**src/rtl/picomem_mux_1_n.sv**
```systemverilog
// picomem_mux_1_n: registered 1-master/N-slave PicoMem decoder; unmapped accesses answer ERR_DATA.
// Optional slave-stall timeout is enabled by defining PICOMEM_MUX_TIMEOUT_EN.
module picomem_mux_1_n #(
  parameter int unsigned            N_SLAVES       = 4,
  parameter logic [32*N_SLAVES-1:0] ADDR_BASE      = {32'h8300_0000, 32'h8200_0000,
                                                      32'h8100_0000, 32'h8000_0000},
  parameter logic [32*N_SLAVES-1:0] ADDR_MASK      = {4{32'hFF00_0000}},
  parameter logic [31:0]            ERR_DATA       = 32'hDEAD_BEEF,
  parameter int unsigned            TIMEOUT_CYCLES = 255
) (
  input  logic                     clk,
  input  logic                     resetn,
  input  logic                     picom_valid,
  output logic                     picom_ready,
  input  logic [31:0]              picom_addr,
  input  logic [31:0]              picom_wdata,
  input  logic [3:0]               picom_wstrb,
  output logic [31:0]              picom_rdata,
  output logic [N_SLAVES-1:0]      picos_valid,
  input  logic [N_SLAVES-1:0]      picos_ready,
  output logic [32*N_SLAVES-1:0]   picos_addr,
  output logic [32*N_SLAVES-1:0]   picos_wdata,
  output logic [4*N_SLAVES-1:0]    picos_wstrb,
  input  logic [32*N_SLAVES-1:0]   picos_rdata,
  output logic                     err_valid,
  output logic [31:0]              err_addr
);

  localparam int unsigned SEL_W     = (N_SLAVES > 1) ? $clog2(N_SLAVES) : 1;
  localparam logic [15:0] TMO_LIMIT = 16'(TIMEOUT_CYCLES);

  typedef enum logic [1:0] {
    S_IDLE,
    S_DECODE,
    S_ACCESS,
    S_RESP
  } state_t;

  state_t              state_q, state_d;
  logic [31:0]         addr_q, addr_d;
  logic [31:0]         wdata_q, wdata_d;
  logic [3:0]          wstrb_q, wstrb_d;
  logic [31:0]         rdata_q, rdata_d;
  logic [31:0]         err_addr_q, err_addr_d;
  logic [N_SLAVES-1:0] valid_q, valid_d;
  logic [N_SLAVES-1:0] sel_oh_q, sel_oh_d;
  logic [SEL_W-1:0]    sel_q, sel_d;
  logic                ready_q, ready_d;
  logic                err_q, err_d;

  logic [N_SLAVES-1:0] hit;
  logic [SEL_W-1:0]    hit_idx;
  logic                hit_any;
  logic                sel_ready;
  logic [31:0]         sel_rdata;

`ifdef PICOMEM_MUX_TIMEOUT_EN
  logic [15:0]         cnt_q, cnt_d;
`else
  logic                unused_tmo;
  assign unused_tmo = ^TMO_LIMIT;
`endif

  // Lowest-index window wins when windows overlap.
  always_comb begin
    hit     = '0;
    hit_idx = '0;
    hit_any = 1'b0;
    for (int unsigned i = 0; i < N_SLAVES; i++) begin
      hit[i] = (addr_q & ADDR_MASK[32*i +: 32]) == ADDR_BASE[32*i +: 32];
      if (hit[i] && !hit_any) begin
        hit_idx = SEL_W'(i);
        hit_any = 1'b1;
      end
    end
  end

  assign sel_ready = picos_ready[sel_q];
  assign sel_rdata = picos_rdata[32*sel_q +: 32];

  always_comb begin
    state_d    = state_q;
    addr_d     = addr_q;
    wdata_d    = wdata_q;
    wstrb_d    = wstrb_q;
    rdata_d    = rdata_q;
    err_addr_d = err_addr_q;
    valid_d    = valid_q;
    sel_oh_d   = sel_oh_q;
    sel_d      = sel_q;
    ready_d    = 1'b0;
    err_d      = 1'b0;
`ifdef PICOMEM_MUX_TIMEOUT_EN
    cnt_d      = cnt_q;
`endif
    case (state_q)
      S_IDLE: begin
        sel_oh_d = '0;
        if (picom_valid && !ready_q) begin
          addr_d  = picom_addr;
          wdata_d = picom_wdata;
          wstrb_d = picom_wstrb;
          state_d = S_DECODE;
        end
      end
      S_DECODE: begin
        if (hit_any) begin
          sel_d             = hit_idx;
          sel_oh_d          = '0;
          sel_oh_d[hit_idx] = 1'b1;
          valid_d           = '0;
          valid_d[hit_idx]  = 1'b1;
`ifdef PICOMEM_MUX_TIMEOUT_EN
          cnt_d             = '0;
`endif
          state_d           = S_ACCESS;
        end else begin
          rdata_d    = ERR_DATA;
          err_addr_d = addr_q;
          err_d      = 1'b1;
          ready_d    = 1'b1;
          state_d    = S_RESP;
        end
      end
      S_ACCESS: begin
        // A ready arriving on the expiry cycle takes priority over the timeout.
        if (sel_ready) begin
          valid_d = '0;
          rdata_d = sel_rdata;
          ready_d = 1'b1;
          state_d = S_RESP;
        end
`ifdef PICOMEM_MUX_TIMEOUT_EN
        else if (cnt_q + 16'd1 == TMO_LIMIT) begin
          valid_d    = '0;
          rdata_d    = ERR_DATA;
          err_addr_d = addr_q;
          err_d      = 1'b1;
          ready_d    = 1'b1;
          state_d    = S_RESP;
        end else begin
          cnt_d = cnt_q + 16'd1;
        end
`endif
      end
      S_RESP: begin
        state_d = S_IDLE;
      end
      default: begin
        state_d = S_IDLE;
      end
    endcase
  end

  always_ff @(posedge clk or negedge resetn) begin
    if (!resetn) begin
      state_q    <= S_IDLE;
      addr_q     <= '0;
      wdata_q    <= '0;
      wstrb_q    <= '0;
      rdata_q    <= '0;
      err_addr_q <= '0;
      valid_q    <= '0;
      sel_oh_q   <= '0;
      sel_q      <= '0;
      ready_q    <= 1'b0;
      err_q      <= 1'b0;
`ifdef PICOMEM_MUX_TIMEOUT_EN
      cnt_q      <= '0;
`endif
    end else begin
      state_q    <= state_d;
      addr_q     <= addr_d;
      wdata_q    <= wdata_d;
      wstrb_q    <= wstrb_d;
      rdata_q    <= rdata_d;
      err_addr_q <= err_addr_d;
      valid_q    <= valid_d;
      sel_oh_q   <= sel_oh_d;
      sel_q      <= sel_d;
      ready_q    <= ready_d;
      err_q      <= err_d;
`ifdef PICOMEM_MUX_TIMEOUT_EN
      cnt_q      <= cnt_d;
`endif
    end
  end

  always_comb begin
    picos_wstrb = '0;
    for (int unsigned i = 0; i < N_SLAVES; i++) begin
      picos_wstrb[4*i +: 4] = sel_oh_q[i] ? wstrb_q : 4'b0000;
    end
  end

  assign picom_ready = ready_q;
  assign picom_rdata = rdata_q;
  assign picos_valid = valid_q;
  assign picos_addr  = {N_SLAVES{addr_q}};
  assign picos_wdata = {N_SLAVES{wdata_q}};
  assign err_valid   = err_q;
  assign err_addr    = err_addr_q;

endmodule

```
**config.mk**
```make
export PLATFORM = sky130hd
export DESIGN_NAME = picomem_mux_1_n
export DESIGN_NICKNAME = d
export VERILOG_FILES = /design/src/rtl/picomem_mux_1_n.sv
export SDC_FILE = /design/constraint.sdc
export NUM_CORES = 1
export LEC_CHECK = 0
export BUFFER_PORTS_ARGS = -buffer_cell sky130_fd_sc_hd__buf_2
export CORE_AREA = 2 2 211 213
export CTS_BUF_LIST = sky130_fd_sc_hd__clkbuf_4 sky130_fd_sc_hd__clkbuf_8
export DETAILED_ROUTE_END_ITERATION = 16
export DIE_AREA = 0 0 213 215
export GPL_TIMING_DRIVEN = 0
export MAX_ROUTING_LAYER = met4
export PLACE_DENSITY = 0.48
export SLEW_MARGIN = 20
export SYNTH_ARGS = -nofsm -noshare
export SYNTH_HDL_FRONTEND = slang
export SYNTH_SLANG_ARGS = --single-unit
```
**constraint.sdc**
```tcl
create_clock -name clk -period 4.55 [get_ports clk]
set_clock_uncertainty 0.2 [all_clocks]
set_input_delay 0.91 -clock clk [delete_from_list [all_inputs] [get_ports clk]]
set_output_delay 0.91 -clock clk [all_outputs]
set_load 0.005 [all_outputs]
```
## Word level (Yosys, flattened, before mapping)

Index checks and enable logic that the tools add are counted.

- Register bits after elaboration: 146
- Latch bits: 0
- RAM bits: 0
- Bits in read-only memories: 0
- Input port bits: 203
- Output and inout port bits: 342
- Word-level logic and storage cells: 76
- Memories: 0

- Add/sub/neg operators: 0
- Multiply operators: 0
- Div/mod/pow operators: 0
- Magnitude comparators: 3
- Equality and inequality tests: 11
- Shifts and indexed selects: 1
- Mux-type cells: 30
- Bitwise logic cells: 1
- Reduce and logical (&&, ||, !) cells: 19

Operators with widths:

| kind | number |
|---|---|
| 128-bit by 8-bit variable part select with 32-bit output | 1 |
| 32-bit two-way mux | 2 |
| 32-bit case mux with 2 select lines | 1 |
| 8-bit equality test, second input constant | 4 |
| 4-bit two-way mux | 6 |
| 4-bit case mux with 2 select lines | 2 |
| 1-bit two-way mux | 11 |
| 2-bit AND reduction | 5 |
| 2-bit two-way mux | 4 |
| 2-bit inequality test, second input constant | 4 |
| 2-bit case mux with 4 select lines | 1 |
| 2-bit by 3-bit less-than comparator with 1-bit output, second input constant | 2 |
| 3-bit AND reduction | 2 |
| 1-bit logical AND | 5 |
| 2-bit equality test, second input constant | 2 |
| 1-bit zero test | 4 |
| 2-bit nonzero test | 2 |
| 1-bit binary-select mux with 2-bit select | 1 |
| 1-bit demux with 2-bit select | 1 |
| 2-bit by 1-bit equality test with 1-bit output, second input constant | 1 |
| 2-bit by 1-bit >= comparator with 1-bit output, second input constant | 1 |
| 2-bit zero test | 1 |
| 1-bit case mux with 2 select lines | 1 |
| 1-bit inverter | 1 |

## Logic depth before layout (Yosys ltp)

- Word-level depth: 17
- Depth in mapped cells: 7

## Worst setup path after synthesis

No wires, ideal clock.

- Path type: input -> register
- Start point: input port picos_ready[3]
- End point: register rdata_q[23] (netlist: picom_rdata[23])
- Library setup time: 0.127 ns
- Arrival time: 1.984 ns
- Path slack: 2.239 ns
- Cell stages on the path: 4
- Path through: mux4_2 -> o221ai_2 -> buf_2 -> o21ai_0

- Cells in the longest elaborated chain, start to end: 4

RTL lines:

| element | line | text |
|---|---|---|
| from (decl) | 20 | `input logic [N_SLAVES-1:0] picos_ready,` |
| 1-bit binary-select mux with 2-bit select | 78 | `assign sel_ready = picos_ready[sel_q];` |
| 1-bit two-way mux (implied by the code) | 78 |  |
| 2-bit inequality test (no source line) | -- |  |
| 3-bit AND reduction (no source line) | -- |  |
| to (signal assigned) | 176 | `rdata_q <= rdata_d;` |
| to (decl) | 43 | `logic [31:0] rdata_q, rdata_d;` |

Every way passes these cells. The select of a mux whose other input is x is not followed.
A chain may end at the register's enable or synchronous reset.

## Worst setup path after layout

- Start point: register state_q[0]
- End point: register addr_q[26]

- Cells in the longest elaborated chain, start to end: 2

RTL lines:

| element | line | text |
|---|---|---|
| from (decl) | 39 | `state_t state_q, state_d;` |
| from (signal assigned) | 172 | `state_q <= state_d;` |
| 2-bit zero test | 96 | `case (state_q)` |
| 2-bit AND reduction (no source line) | -- |  |
| to (signal assigned) | 173 | `addr_q <= addr_d;` |
| to (decl) | 40 | `logic [31:0] addr_q, addr_d;` |

Every way passes these cells.

==> out/summary.txt <==
ANT nets after route = 0
Synth Area in XOR/XNOR = 0
largest net degree at the start of global routing = 79
Worst Path Arrival = 3020 ps
Static Leak = 6.23 nW
Clock power frac = 0.132
IO Pins = 545
most frequent cells in the layout = buf_2, buf_4, dfrtp_1
Slew headroom = 0.505
multiplexer share of the synthesized area = 0.240
CP max FO = 10
initial DRC count = 124
CP Data Required Time = 4740 ps
Synth area leader = dfrtp_1
register bit total from synthesis = 146
cell count after synthesis = 669
vias in the first global route = 6714
Slew @ Worst Pin = 742 ps
ys async rst share = 1.00
Setup crit start = state_q[0]
die height = 215 um
CP Launch Type = register
H-tree depth = 4
via count = 6823
most common cell after layout, fill and taps aside = buf_2
CTS tree = yes
Routed WL per cell = 15.4 um
internal power = 5.47 mW
Sw Pwr = 3.17 mW
max-cap check violation count = 0
Hold Vio Cnt, Final = 0
# rows = 77
Tcrit/Tclk final = 0.623
status = complete, no violations
Crit. End Element = register
Pre-antenna DRT Iters = 4
Hold-fix buffers, CTS = 0
Synth area leaders = dfrtp_1, buf_4, mux2_2
Simple-Gate Fraction of Synth Area = 0.0638
clock slew at reported path FFs = 90 ps
Reg2Reg Depth = 6
root buffer cell = clkbuf_8
initial antenna violation count = 5
global-route wire length before repair = 40.6 mm
unrepaired setup endpoints after global routing = no
critical register-to-register path startpoint = state_q[0]
CTS Buf Count = 17
Starting Density = 0.183
worst skew pair latency = 500 ps
Core Footprint = 0.0436 mm^2
GR Overflow Total = 0
Finish-stage setup viols = 0
die width = 213 um
Final Max Slew Viols = 0
count of cell types in the netlist = 36
sequential share of power = 0.308
switching part of the total power = 0.367
post-CTS setup buffers = 0
EDFF count, synth = 0
Die ar. = 0.0458 mm^2
post-synth top area share = 0.457
Syn Area/Cell = 12.0 um^2
vias per inst = 3.70
Synth Area in Adders = 0.00469
Port Buffers = 544
Hold Path Class = in -> async
Placer Congestion = 0.826
Fmax = 353 MHz
Setup CP Type = reg -> reg
Syn Nets = 875
sequential fraction of the synthesis area = 0.457
synth warn = 0
Main synth FF type = dfrtp_1
share of cells above drive strength 1 = 0.740
Final Net Count = 1439
post-layout util = 0.274
synthesized cell area = 0.00800 mm^2
minimum hold slack = 148 ps
clock buffer depth = 2
Tot GR Track Use = 0.125
# DRC = 0
WL final = 28.3 mm
clock sink count = 146
post-synthesis compound-gate area fraction = 0.0350
post-cts resize count = 0
final setup TNS = 0 ps
crit path time final = 2840 ps
Max VDD drop = 0.226 mV
worst reg2reg setup slack = 1710 ps
Comb pwr share = 0.560
Power Dens Cells = 724 mW/mm^2
Syn-to-layout area delta = 49.2%
DP HPWL = 23.5 mm
largest family of logic cells by synthesized area = multiplexers
reg-to-reg endpoint = addr_q[26]
[layout make-up]
cell class              instances  area (um^2)
clock inverters                11          150
fillers                      4701        31700
multi-input cells             298         2750
flip-flops and latches        146         3650
plain buffers                 221         1590
inverters                       4         15.0
repair buffers                545         2760
diodes                          5         12.5
clock buffers                  21          277
well taps                     592          741
[stage by stage]
step           std cells  total power [mW]  setup slack (ps)  area, um^2
2_1_floorplan        669              5.38              2240        8000
3_3_place_gp        1805              7.61              39.7       11500
3_5_place_dp        1806              7.66              1400       11500
4_1_cts             1838              8.84              1630       11900
5_1_grt             1842              9.36              1510       11900
6_report            1843              8.65              1710       11900
[critical path, cell delays in order (launching register included)]
cell and delay [ps]:
dfrtp_1 410, inv_1 90, ha_1 290, nand3b_1 420, buf_1 550, buf_2 390
mux2_2 370
[power groups by stage]
stage          Sequential (mW)  Combinational, mW  Clock, mW
2_1_floorplan             2.52               2.86          0
3_3_place_gp              2.68               4.92          0
3_5_place_dp              2.71               4.95          0
4_1_cts                   2.69               4.95       1.20
5_1_grt                   2.78               5.33       1.25
6_report                  2.66               4.84       1.14
[synth_stat cells, types with 6 or more instances]
| cell type | instances |
|---|---|
| nor2_1 | 26 |
| mux2i_1 | 7 |
| nand2_1 | 54 |
| and2_1 | 16 |
| nand2b_1 | 6 |
| dfrtp_1 | 146 |
| o21ai_0 | 31 |
| buf_2 | 13 |
| buf_4 | 192 |
| clkbuf_1 | 7 |
| mux4_2 | 33 |
| mux2_2 | 97 |
| buf_1 | 6 |
[worst max-delay path by stage]
stage	slack, ps	cells after the start	endpoint
4_1_cts	1630	6	addr_q[21]
5_1_grt	1510	6	addr_q[23]
2_1_floorplan	2240	4	picom_rdata[23]
3_5_place_dp	1400	5	addr_q[21]
6_report	1710	6	addr_q[26]
3_3_place_gp	40	1	picom_rdata[23]
[registers in the layout, indices dropped and copies added (netlist names), 2 cells and up]
register and count:
wstrb_q 4, sel_oh_q 4, picom_rdata 32, addr_q 32, picos_valid 4, err_addr 32, state_q 2, wdata_q 32
sel_q 2
[per-layer routing]
| layer | track usage | vias up | share of wire |
|---|---|---|---|
| li1 | - | 3220 | - |
| met1 | 0.128 | 3209 | 0.37 |
| met2 | 0.219 | 360 | 0.52 |
| met3 | 0.0381 | 34 | 0.079 |
| met4 | 0.0538 | 0 | 0.031 |
| met5 | - | - | 0 |
[cell families after synthesis]
family                   after synthesis
AND/OR/NAND/NOR                      112
buffers and inverters                225
adder cells (fa/ha/maj)                3
multiplexers                         138
AO/OA/AOI/OAI                         45
flip-flops                           146
No activity file was read; power rests on OpenSTA's default activity.
